`src/rtl/bitwise_reduce_unit.sv`:
```
// Folds a burst of len operands into one WIDTH-bit result using AND/OR/XOR/NAND.
// Operands and the result each move over a valid/ready stream; all outputs are registered.
module bitwise_reduce_unit #(
    parameter int unsigned WIDTH = 32,
    parameter int unsigned CNT_W = 8
) (
    input  logic             clk,
    input  logic             reset,
    input  logic             start,
    input  logic [1:0]       op,
    input  logic [CNT_W-1:0] len,
    input  logic             in_valid,
    input  logic [WIDTH-1:0] in_data,
    output logic             in_ready,
    output logic             out_valid,
    output logic [WIDTH-1:0] out_data,
    input  logic             out_ready,
    output logic             busy
);

    localparam logic [1:0]       OP_AND  = 2'b00;
    localparam logic [1:0]       OP_OR   = 2'b01;
    localparam logic [1:0]       OP_XOR  = 2'b10;
    localparam logic [1:0]       OP_NAND = 2'b11;
    localparam logic [CNT_W-1:0] CNT_ONE = CNT_W'(1);

    typedef enum logic [1:0] {
        ST_IDLE  = 2'd0,
        ST_ACCUM = 2'd1,
        ST_DONE  = 2'd2
    } state_e;

    state_e           state_q, state_d;
    logic [1:0]       op_q, op_d;
    logic [CNT_W-1:0] len_q, len_d;
    logic [CNT_W-1:0] cnt_q, cnt_d;
    logic [WIDTH-1:0] acc_q, acc_d;
    logic [WIDTH-1:0] out_data_q, out_data_d;
    logic             in_ready_q, in_ready_d;
    logic             out_valid_q, out_valid_d;
    logic             busy_q, busy_d;

    logic             beat;
    logic             last_beat;
    logic             burst_go;
    logic [WIDTH-1:0] acc_fold;

    // NAND accumulates as AND; the inversion is applied only to the final result.
    function automatic logic [WIDTH-1:0] fold(input logic [1:0] o,
                                              input logic [WIDTH-1:0] a,
                                              input logic [WIDTH-1:0] b);
        case (o)
            OP_OR:   fold = a | b;
            OP_XOR:  fold = a ^ b;
            default: fold = a & b;
        endcase
    endfunction

    assign beat      = in_valid && in_ready_q;
    assign last_beat = beat && (cnt_q == (len_q - CNT_ONE));
    assign burst_go  = start && (len != '0);
    assign acc_fold  = fold(op_q, acc_q, in_data);

    // State register
    always_ff @(posedge clk) begin
        if (reset) state_q <= ST_IDLE;
        else       state_q <= state_d;
    end

    // Next-state logic
    always_comb begin
        state_d = state_q;
        case (state_q)
            ST_IDLE:  if (burst_go) state_d = ST_ACCUM;
            ST_ACCUM: if (last_beat) state_d = ST_DONE;
            ST_DONE:  if (out_valid_q && out_ready) state_d = ST_IDLE;
            default:  state_d = ST_IDLE;
        endcase
    end

    // Output decode from the upcoming state so the flops below track the state register
    always_comb begin
        in_ready_d  = 1'b0;
        out_valid_d = 1'b0;
        busy_d      = 1'b0;
        case (state_d)
            ST_ACCUM: begin
                in_ready_d = 1'b1;
                busy_d     = 1'b1;
            end
            ST_DONE: begin
                out_valid_d = 1'b1;
                busy_d      = 1'b1;
            end
            default: ;
        endcase
    end

    // Datapath next-state: burst setup, accumulation and result capture
    always_comb begin
        op_d       = op_q;
        len_d      = len_q;
        cnt_d      = cnt_q;
        acc_d      = acc_q;
        out_data_d = out_data_q;
        case (state_q)
            ST_IDLE: begin
                if (burst_go) begin
                    op_d  = op;
                    len_d = len;
                    cnt_d = '0;
                    acc_d = ((op == OP_AND) || (op == OP_NAND)) ? '1 : '0;
                end
            end
            ST_ACCUM: begin
                if (beat) begin
                    acc_d = acc_fold;
                    cnt_d = cnt_q + CNT_ONE;
                    if (last_beat)
                        out_data_d = (op_q == OP_NAND) ? ~acc_fold : acc_fold;
                end
            end
            default: ;
        endcase
    end

    always_ff @(posedge clk) begin
        if (reset) begin
            op_q        <= OP_AND;
            len_q       <= '0;
            cnt_q       <= '0;
            acc_q       <= '0;
            out_data_q  <= '0;
            in_ready_q  <= 1'b0;
            out_valid_q <= 1'b0;
            busy_q      <= 1'b0;
        end else begin
            op_q        <= op_d;
            len_q       <= len_d;
            cnt_q       <= cnt_d;
            acc_q       <= acc_d;
            out_data_q  <= out_data_d;
            in_ready_q  <= in_ready_d;
            out_valid_q <= out_valid_d;
            busy_q      <= busy_d;
        end
    end

    assign in_ready  = in_ready_q;
    assign out_valid = out_valid_q;
    assign out_data  = out_data_q;
    assign busy      = busy_q;

endmodule
```
`config.mk`:
```
export PLATFORM = sky130hd
export DESIGN_NAME = bitwise_reduce_unit
export DESIGN_NICKNAME = d
export VERILOG_FILES = /design/src/rtl/bitwise_reduce_unit.sv
export SDC_FILE = /design/constraint.sdc
export NUM_CORES = 1
export LEC_CHECK = 0
export ABC_AREA = 0
export CAP_MARGIN = 15
export CORE_MARGIN = 3
export CORE_UTILIZATION = 60
export DETAILED_ROUTE_END_ITERATION = 12
export PLACE_DENSITY = 0.86
export SYNTH_ARGS = -nofsm -noshare
export SYNTH_HDL_FRONTEND = slang
export SYNTH_SLANG_ARGS = --single-unit
```
`constraint.sdc`:
```
create_clock -name clk -period 4.92 [get_ports clk]
set_input_delay 0.492 -clock clk [delete_from_list [all_inputs] [get_ports clk]]
set_output_delay 0.492 -clock clk [all_outputs]
set_load 0.01 [all_outputs]
```
After elaboration in Yosys (flattened, before gate mapping)

Index checks and enable logic that the tools add are counted.
Widths: inputs -> output; s select.

Register bits after elaboration: 87
Bits of input ports: 47
Output and inout bits: 35

Add/subtract/negate cells: 2
Equality and inequality tests: 11
Multiplexer cells: 16
Bitwise logic cells: 4
Reductions and logical operators: 13

Operator list:

| operator            | count |
|---|---|
| $mux 32             | 4 |
| $pmux 32 s2         | 2 |
| $and 32x32->32      | 1 |
| $not 32->32         | 1 |
| $or 32x32->32       | 1 |
| $xor 32x32->32      | 1 |
| $mux 8              | 2 |
| $pmux 8 s2          | 1 |
| $eq 2x2->1 const B  | 5 |
| $add 8x1->8 const B | 1 |
| $eq 8x8->1          | 1 |
| $reduce_bool 8->1   | 1 |
| $sub 8x1->8 const B | 1 |
| $eq 2x1->1 const B  | 3 |
| $mux 2              | 3 |
| $pmux 2 s3          | 1 |
| $reduce_and 3->1    | 2 |
| $logic_and 1x1->1   | 4 |
| $logic_not 2->1     | 2 |
| $ne 2x2->1 const B  | 2 |
| $mux 1              | 3 |
| $reduce_and 2->1    | 1 |
| $reduce_bool 2->1   | 1 |
| $reduce_or 2->1     | 1 |
| $logic_or 1x1->1    | 1 |

Logic depth before layout (Yosys ltp)

Gate-level depths: netlist (run 1).

Depth in word-level cells: 8
Mapped depth: 12

Least setup slack after synthesis (run 1)

Ideal clock, no wire load.

Path kind: register -> register
Start point: register len_q[0]
End point: register in_ready_q (netlist: in_ready)
Library setup time: 128 ps
Data arrival time: 2492 ps
Required time: 4792 ps
Slack: 2300 ps
Stages on the path, launching flop included: 13
Path through: dfxtp_1 -> inv_1 -> ha_1 -> buf_2 -> nor2b_1 -> or3_1 -> a31o_1 -> a211oi_4 -> buf_6 -> nand2_1 -> and2_1 -> ha_1 -> nor2b_1

Word-level cells in the longest chain between the ends: 7

RTL lines:

| item                     | RTL line | RTL |
|---|---|---|
| start: declaration       | 35       | `logic [CNT_W-1:0] len_q, len_d;` |
| start signal: assignment | 139      | `len_q <= len_d;` |
| $sub 8x1->8              | 60       | `assign last_beat = beat && (cnt_q == (len_q - CNT_ONE));` |
| $eq 8x8->1               | 60       |  |
| $logic_and 1x1->1        | 60       |  |
| $mux 2                   | 75       | `ST_ACCUM: if (last_beat) state_d = ST_DONE;` |
| $pmux 2 s3               | 73       | `case (state_q)` |
| $eq 2x1->1               | 86       | `case (state_d)` |
| $mux 1                   | 86       |  |
| named net in_ready_d     | 39       | `logic in_ready_q, in_ready_d;` |
| end signal: assignment   | 143      | `in_ready_q <= in_ready_d;` |
| end: declaration         | 39       |  |

The timed path passes the listed nets, and every way through them passes these cells.
A chain may end at the register's enable or synchronous reset.

Final worst setup path (run 1)

Same ends and word-level chain as after synthesis.

==> impl_metrics.csv, run 1 <==
group,metric,value,unit
layout,post-route-util,72.5,%
timing,tightestPinTransition,1.12,ns
floorplan,die_w,104,µm
worst_setup_path,critPathMaxFanout,27,
cts,clockRootBuffer,"clkbuf_8",
worst_setup_path,worst-setup-path-type,"reg -> reg",
logic_synthesis,ys.warnings.count,0,
logic_synthesis,ys_seq_area_share,30.4,%
routing,viasPerCell,5.75,
logic_synthesis,yosys-top-cells-count,"inv_1, dfxtp_1, a21oi_1",
worst_setup_path,max_stage_delay,0.45,ns
cts,hold_buffers,0,
logic_synthesis,synth_cell_type_count,39,
routing,firstDrtPassIters,4,
grt,antenna_found_initial,0,
logic_synthesis,synth_area_leaders,"dfxtp_1, ha_1, a21oi_1",
timing,grt_setup_unrepaired,"false",
place,place.port_buffers,81,
grt,grt-ovfl-total,0,
power_and_ir_drop,total_power,1.69,mW
logic_synthesis,async_reset_ff_share,0,%
timing,finalCritPeriodShare,61.9,%
place,place_inst,882,
logic_synthesis,synth_top_area_cell,"dfxtp_1",
floorplan,rows,35,
hold_path,hold_depth,2,
hold_path,min_path_type,"reg -> reg",
logic_synthesis,syn_nets,840,
logic_synthesis,synthFlopType,"dfxtp_1",
logic_synthesis,synth.most_common_cell,"inv_1",
timing,finalSetupViolations,0,
grt,grt_pass1_vias,5105,
floorplan,core,0.00928,mm²
cts,path_clk_slew,0.08,ns
routing,wire_per_inst,15.6,µm
timing,layout_min_cycle_time,3.05,ns
timing,fin_ws,1.87,ns
cts,cts_setup_buffers,0,
place,hpwl,9040,µm
routing,antenna_left,0,
layout,syn_to_final_growth,17.4,%
place,pre_cts_slack,1.83,ns
logic_synthesis,synth_edf_count,0,
floorplan,die_height,104,µm
cts,tritoncts,"yes",
floorplan,initial_core_util,61.8,%
run,max-cap-violations,0,
floorplan,die_area,0.0108,mm²
timing,slew_headroom,25.6,%
layout,fill_cells,721,
logic_synthesis,synthCells,722,
routing,wl_met1,5950,µm
cts,htreeDepth,3,
timing,clock_skew,0.0129,ns
cts,ctsResizeCount,0,
logic_synthesis,synth_seq_cells,87,
logic_synthesis,avgSynthCellArea,7.94,µm²
worst_setup_path,path_cells,"inv_1, ha_1, nor2b_1, or3_1, a31o_1, a211oi_4, buf_4, nand2_1, and2_1, ha_1, nor2b_1",
timing,finalHoldViolCount,0,
worst_setup_path,cp_data_required_time,5.12,ns
logic_synthesis,yosysTopAreaCellShare,30.4,%
timing,tns,0,ns
worst_setup_path,critPathSlowestCell,"dfxtp_1",
floorplan,ios,82,
routing,drt_iter0_markers,256,
worst_setup_path,crit_arrival,3.24,ns
layout,instances_no_fill,898,
cts,clkSinkCount,87,
logic_synthesis,synth.cell_area,0.00573,mm²
layout,nNetsFinal,882,
grt,grt_pass1_wl,23400,µm
layout,diodes,0,
worst_setup_path,r2r_cells,11,
cts,clock_path_buffers,2,
power_and_ir_drop,ir_drop,0.132,mV
cts,clock_latency,0.36,ns
timing,hold_ws,0.502,ns
routing,drt_wl_total,14000,µm
grt,track_usage,25.7,%
layout,drive_above_1_share,4.16,%
layout,fin_area,0.00673,mm²
status,status,"finished clean",
routing,route.detailed.drc,0,
power_and_ir_drop,power_leakage,2.62,nW
timing,max_freq,328,MHz
routing,wl_met3,729,µm
worst_setup_path,critPathCaptureType,"flop",
power_and_ir_drop,p_per_area,251,mW/mm²
cts,numCtsBuffers,9,
routing,vias,5165,
place,placed_area,0.00653,mm²
timing,drv_slew,0,
grt,grt_max_degree,90,
place,routabilityCongestion,0.831,
routing,dr.max_layer_used,"met4",
worst_setup_path,crit_path_start_kind,"flop",
routing,wl_met2,7090,µm
-- cell type report --
class,count,area (µm²),share of cell area (%)
Timing Repair Buffer,88,858,12.7
Tap cell,129,161,2.40
Inverter,97,364,5.41
Multi-Input combinational cell,481,3400,50.5
Clock inverter,3,40.0,0.595
Clock buffer,13,169,2.51
Sequential cell,87,1740,25.9
-- sequential cells by signal, indices dropped and copies added, names as in the netlist --
name and cells:
op_q 2, busy 1, out_data 32, state_q 2, cnt_q 8, len_q 8, out_valid 1, in_ready 1
acc_q 32
-- per-layer routing --
layer / vias to the layer above / GRT usage (%)
met4: 0 / 9.88
li1: 2533 / -
met5: - / 0
met2: 148 / 45.8
met3: 20 / 4.49
met1: 2464 / 30.8
-- worst paths after layout --
| path | start | to | slack (ns) |
|---|---|---|---|
| worst max-delay path | len_q[0] | in_ready | 1.87 |
| worst max register to register | len_q[0] | in_ready | 1.87 |
| worst min-delay path | acc_q[30] | acc_q[30] | 0.50 |
| worst min register to register | acc_q[30] | acc_q[30] | 0.50 |
-- worst max-delay path, delay by kind of cell, from the launching register on --
family / cells / cell delay (ns)
and+or+nand+nor: 5 / 0.99
adders and majority gates: 2 / 0.47
DFF: 1 / 0.45
AOI/OAI and AO/OA: 2 / 0.53
buffers and inverters: 2 / 0.44
-- report_power, final --
part	total, mW	internal [mW]	switching (mW)	leakage (nW)
clock	0.533	0.276	0.257	0.109
combinational	0.389	0.161	0.228	1.80
sequential	0.770	0.739	0.0318	0.711
-- cell usage in the layout, fill, tap and decap left out, types with 2 or more instances in the layout --
cell type / instances
inv_1: 97
clkinv_2: 2
o21bai_1: 2
a311oi_1: 27
nor2b_1: 4
or2_2: 2
buf_4: 7
a211oi_1: 33
ha_2: 2
xor2_1: 7
a22oi_1: 28
a21oi_1: 80
nand2b_1: 8
xnor2_1: 38
mux2i_1: 6
nor4_1: 2
ha_1: 69
nand4_1: 3
nand2_1: 42
clkbuf_8: 12
o21ai_0: 30
dfxtp_1: 87
or3_1: 3
nor3_1: 21
clkdlybuf4s50_1: 80
nor2_1: 58
-- cell families (layout without fill, tap and decap cells) --
group / count (synthesis) / after routing / share of synthesized area [%]
muxes: 6 / 6 / 1.05
AOI/OAI and AO/OA: 209 / 209 / 23.8
DFF: 87 / 87 / 30.4
adders and majority gates: 71 / 71 / 15.5
and+or+nand+nor: 150 / 150 / 11.8
xor gates and xnor gates: 45 / 45 / 6.87
buffers and inverters: 154 / 201 / 10.6
No activity file was read; power rests on OpenSTA's default activity.
==> inputs of run 2 (changes only) <==
Settings changed: CORE_UTILIZATION 60 to 50, PLACE_DENSITY 0.86 to 0.76.
Clock period 4.92 ns to 2.7 ns, I/O delays scaled along.
==> run 2 against run 1 <==
Effect of this change:
- global-route usage shrank 3.3 points
- core utilization shrank 8.5 points
- flip-flop and latch count is the same
- non-clock buffer count increased by 13
- fmax increased by 16%
- first-iteration DRC count shrank 5.9%
- largest cell class unchanged
- combinational power rose by 91%
- highest routed layer unchanged
==> impl_metrics.csv, run 2 (same netlist as run 1, synthesis figures left out) <==
group,metric,value,unit
status,status,"finished clean",
floorplan,die_w,113,µm
timing,finalHoldViolCount,0,
grt,grt_max_degree,72,
worst_setup_path,cp_data_required_time,2.91,ns
floorplan,rows,38,
worst_setup_path,rr_startpoint,"len_q[0]",
timing,layout_min_cycle_time,2.62,ns
worst_setup_path,r2r_end,"in_ready",
cts,path_clk_slew,0.06,ns
worst_setup_path,r2r_cells,10,
timing,drv_slew,0,
worst_setup_path,worstSetupEndpoint,"in_ready",
routing,vias,5180,
timing,slew_headroom,63.3,%
power_and_ir_drop,power.internal,2.58,mW
place,placed_area,0.00669,mm²
timing,finalCritPeriodShare,97.1,%
worst_setup_path,startpoint,"len_q[0]",
cts,htreeDepth,3,
layout,fin_area,0.00706,mm²
hold_path,min_path_type,"in -> reg",
cts,clockRootBuffer,"clkbuf_16",
floorplan,core,0.0110,mm²
place,place.port_buffers,81,
timing,max_freq,381,MHz
power_and_ir_drop,p_per_area,506,mW/mm²
layout,final_common_cell,"inv_1",
routing,drt_wl_total,14100,µm
floorplan,die_height,113,µm
routing,drt_iter0_markers,241,
floorplan,initial_core_util,52.0,%
timing,tns,0,ns
layout,fill_cells,937,
grt,grt_pass1_vias,5144,
power_and_ir_drop,netSwitchingFraction,27.8,%
floorplan,die_area,0.0128,mm²
power_and_ir_drop,ir_drop,0.360,mV
timing,tightestPinTransition,0.546,ns
worst_setup_path,r2r_slack,0.08,ns
layout,final_cell_mix,"inv_1, dfxtp_1, clkdlybuf4s50_1, a21oi_1, ha_1",
power_and_ir_drop,power_leakage,2.76,nW
cts,clock_path_buffers,2,
place,hpwl,9490,µm
power_and_ir_drop,clkPwrFrac,39.9,%
timing,clock_skew,0.00988,ns
worst_setup_path,worst-setup-path-type,"reg -> reg",
cts,clock_latency,0.33,ns
timing,finalSetupViolations,0,
floorplan,ios,82,
worst_setup_path,critPathMaxFanout,6,
cts,clkSinkCount,87,
cts,numCtsBuffers,9,
worst_setup_path,crit_path_start_kind,"flop",
worst_setup_path,crit_arrival,2.83,ns
layout,diodes,0,
grt,grt-ovfl-total,0,
grt,track_usage,22.4,%
place,routabilityCongestion,0.834,
cts,tritoncts,"yes",
layout,nNetsFinal,895,
grt,grt_pass1_wl,24100,µm
run,max-cap-violations,0,
power_and_ir_drop,total_power,3.57,mW
routing,firstDrtPassIters,7,
routing,antenna_left,0,
worst_setup_path,critPathCaptureType,"flop",
power_and_ir_drop,seqPwrFrac,39.3,%
grt,antenna_found_initial,0,
routing,wire_per_inst,15.3,µm
layout,drive_above_1_share,5.75,%
routing,viasPerCell,5.62,
routing,route.detailed.drc,0,
layout,syn_to_final_growth,23.1,%
power_and_ir_drop,netSwitchingPower,0.993,mW
power_and_ir_drop,combPwrFrac,20.8,%
## run 2: cell count changes in the layout (fill, tap and decap cells not counted), moves of 2 or more
cell       change
buf_12         +6
buf_4          +7
bufinv_16      +2
clkbuf_16      +9
clkbuf_8      -12
clkinv_2       -2
## run 2: per-layer routing
metal | GRT usage, % | wire length, µm | vias up
li1 | - | - | 2569
met1 | 28.5 | 6290 | 2455
met2 | 38.9 | 6890 | 140
met3 | 3.32 | 723 | 16
met4 | 7.29 | 217 | 0
met5 | 0 | 0 | -
## run 2: critical path, cell delays in order, from the launching register on
cell      delay (ns)
dfxtp_1         0.43
inv_1           0.09
ha_1            0.26
nor2b_1         0.16
or3_1           0.38
a31o_1          0.26
a211oi_4        0.31
nand2_1         0.14
and2_1          0.20
ha_1            0.16
nor2b_1         0.12
## run 2: layout make-up
class	instances	area [µm²]	share of cell area, %
clock inverters	5	106	1.51
inverters	97	364	5.16
flip-flops and latches	87	1740	24.7
repair buffers	101	1030	14.6
clock buffers	11	233	3.30
well taps	140	175	2.48
multi-input cells	481	3410	48.3
## run 2: through the flow
stage	instances	hold slack [ns]	utilization, %	worst slack (ns)
after global placement	906	0.474	60.7	0.234
after global routing	922	0.355	64.0	-0.0177
after detailed placement	906	0.490	60.7	0.110
after floorplan	722	0.409	-	0.0795
final	922	0.350	64.0	0.0782
after CTS	922	0.337	63.7	0.0467
## run 2: what timing repair did
action,in CTS,in global routing
gates resized for setup,0,7
hold buffers,0,0
endpoints found under the setup margin,0,26
buffers inserted,0,0
## run 2: power by group through the flow
stage / Combinational, mW / Clock (mW) / Sequential (mW)
CTS: 0.742 / 1.44 / 1.40
floorplan: 0.496 / 0 / 1.42
global placement: 0.696 / 0 / 1.42
detailed placement: 0.729 / 0 / 1.43
global route: 0.840 / 1.49 / 1.41
finish: 0.743 / 1.42 / 1.40
## run 2: worst min-delay path by stage
stage               from         to  slack (ns)  depth (start not counted)
2_1_floorplan      op[0]    op_q[0]        0.41                          2
3_3_place_gp   acc_q[28]  acc_q[28]        0.47                          2
3_5_place_dp   acc_q[30]  acc_q[30]        0.49                          2
4_1_cts            reset   cnt_q[0]        0.34                          2
5_1_grt            reset    op_q[0]        0.36                          2
6_report           reset   cnt_q[0]        0.35                          2
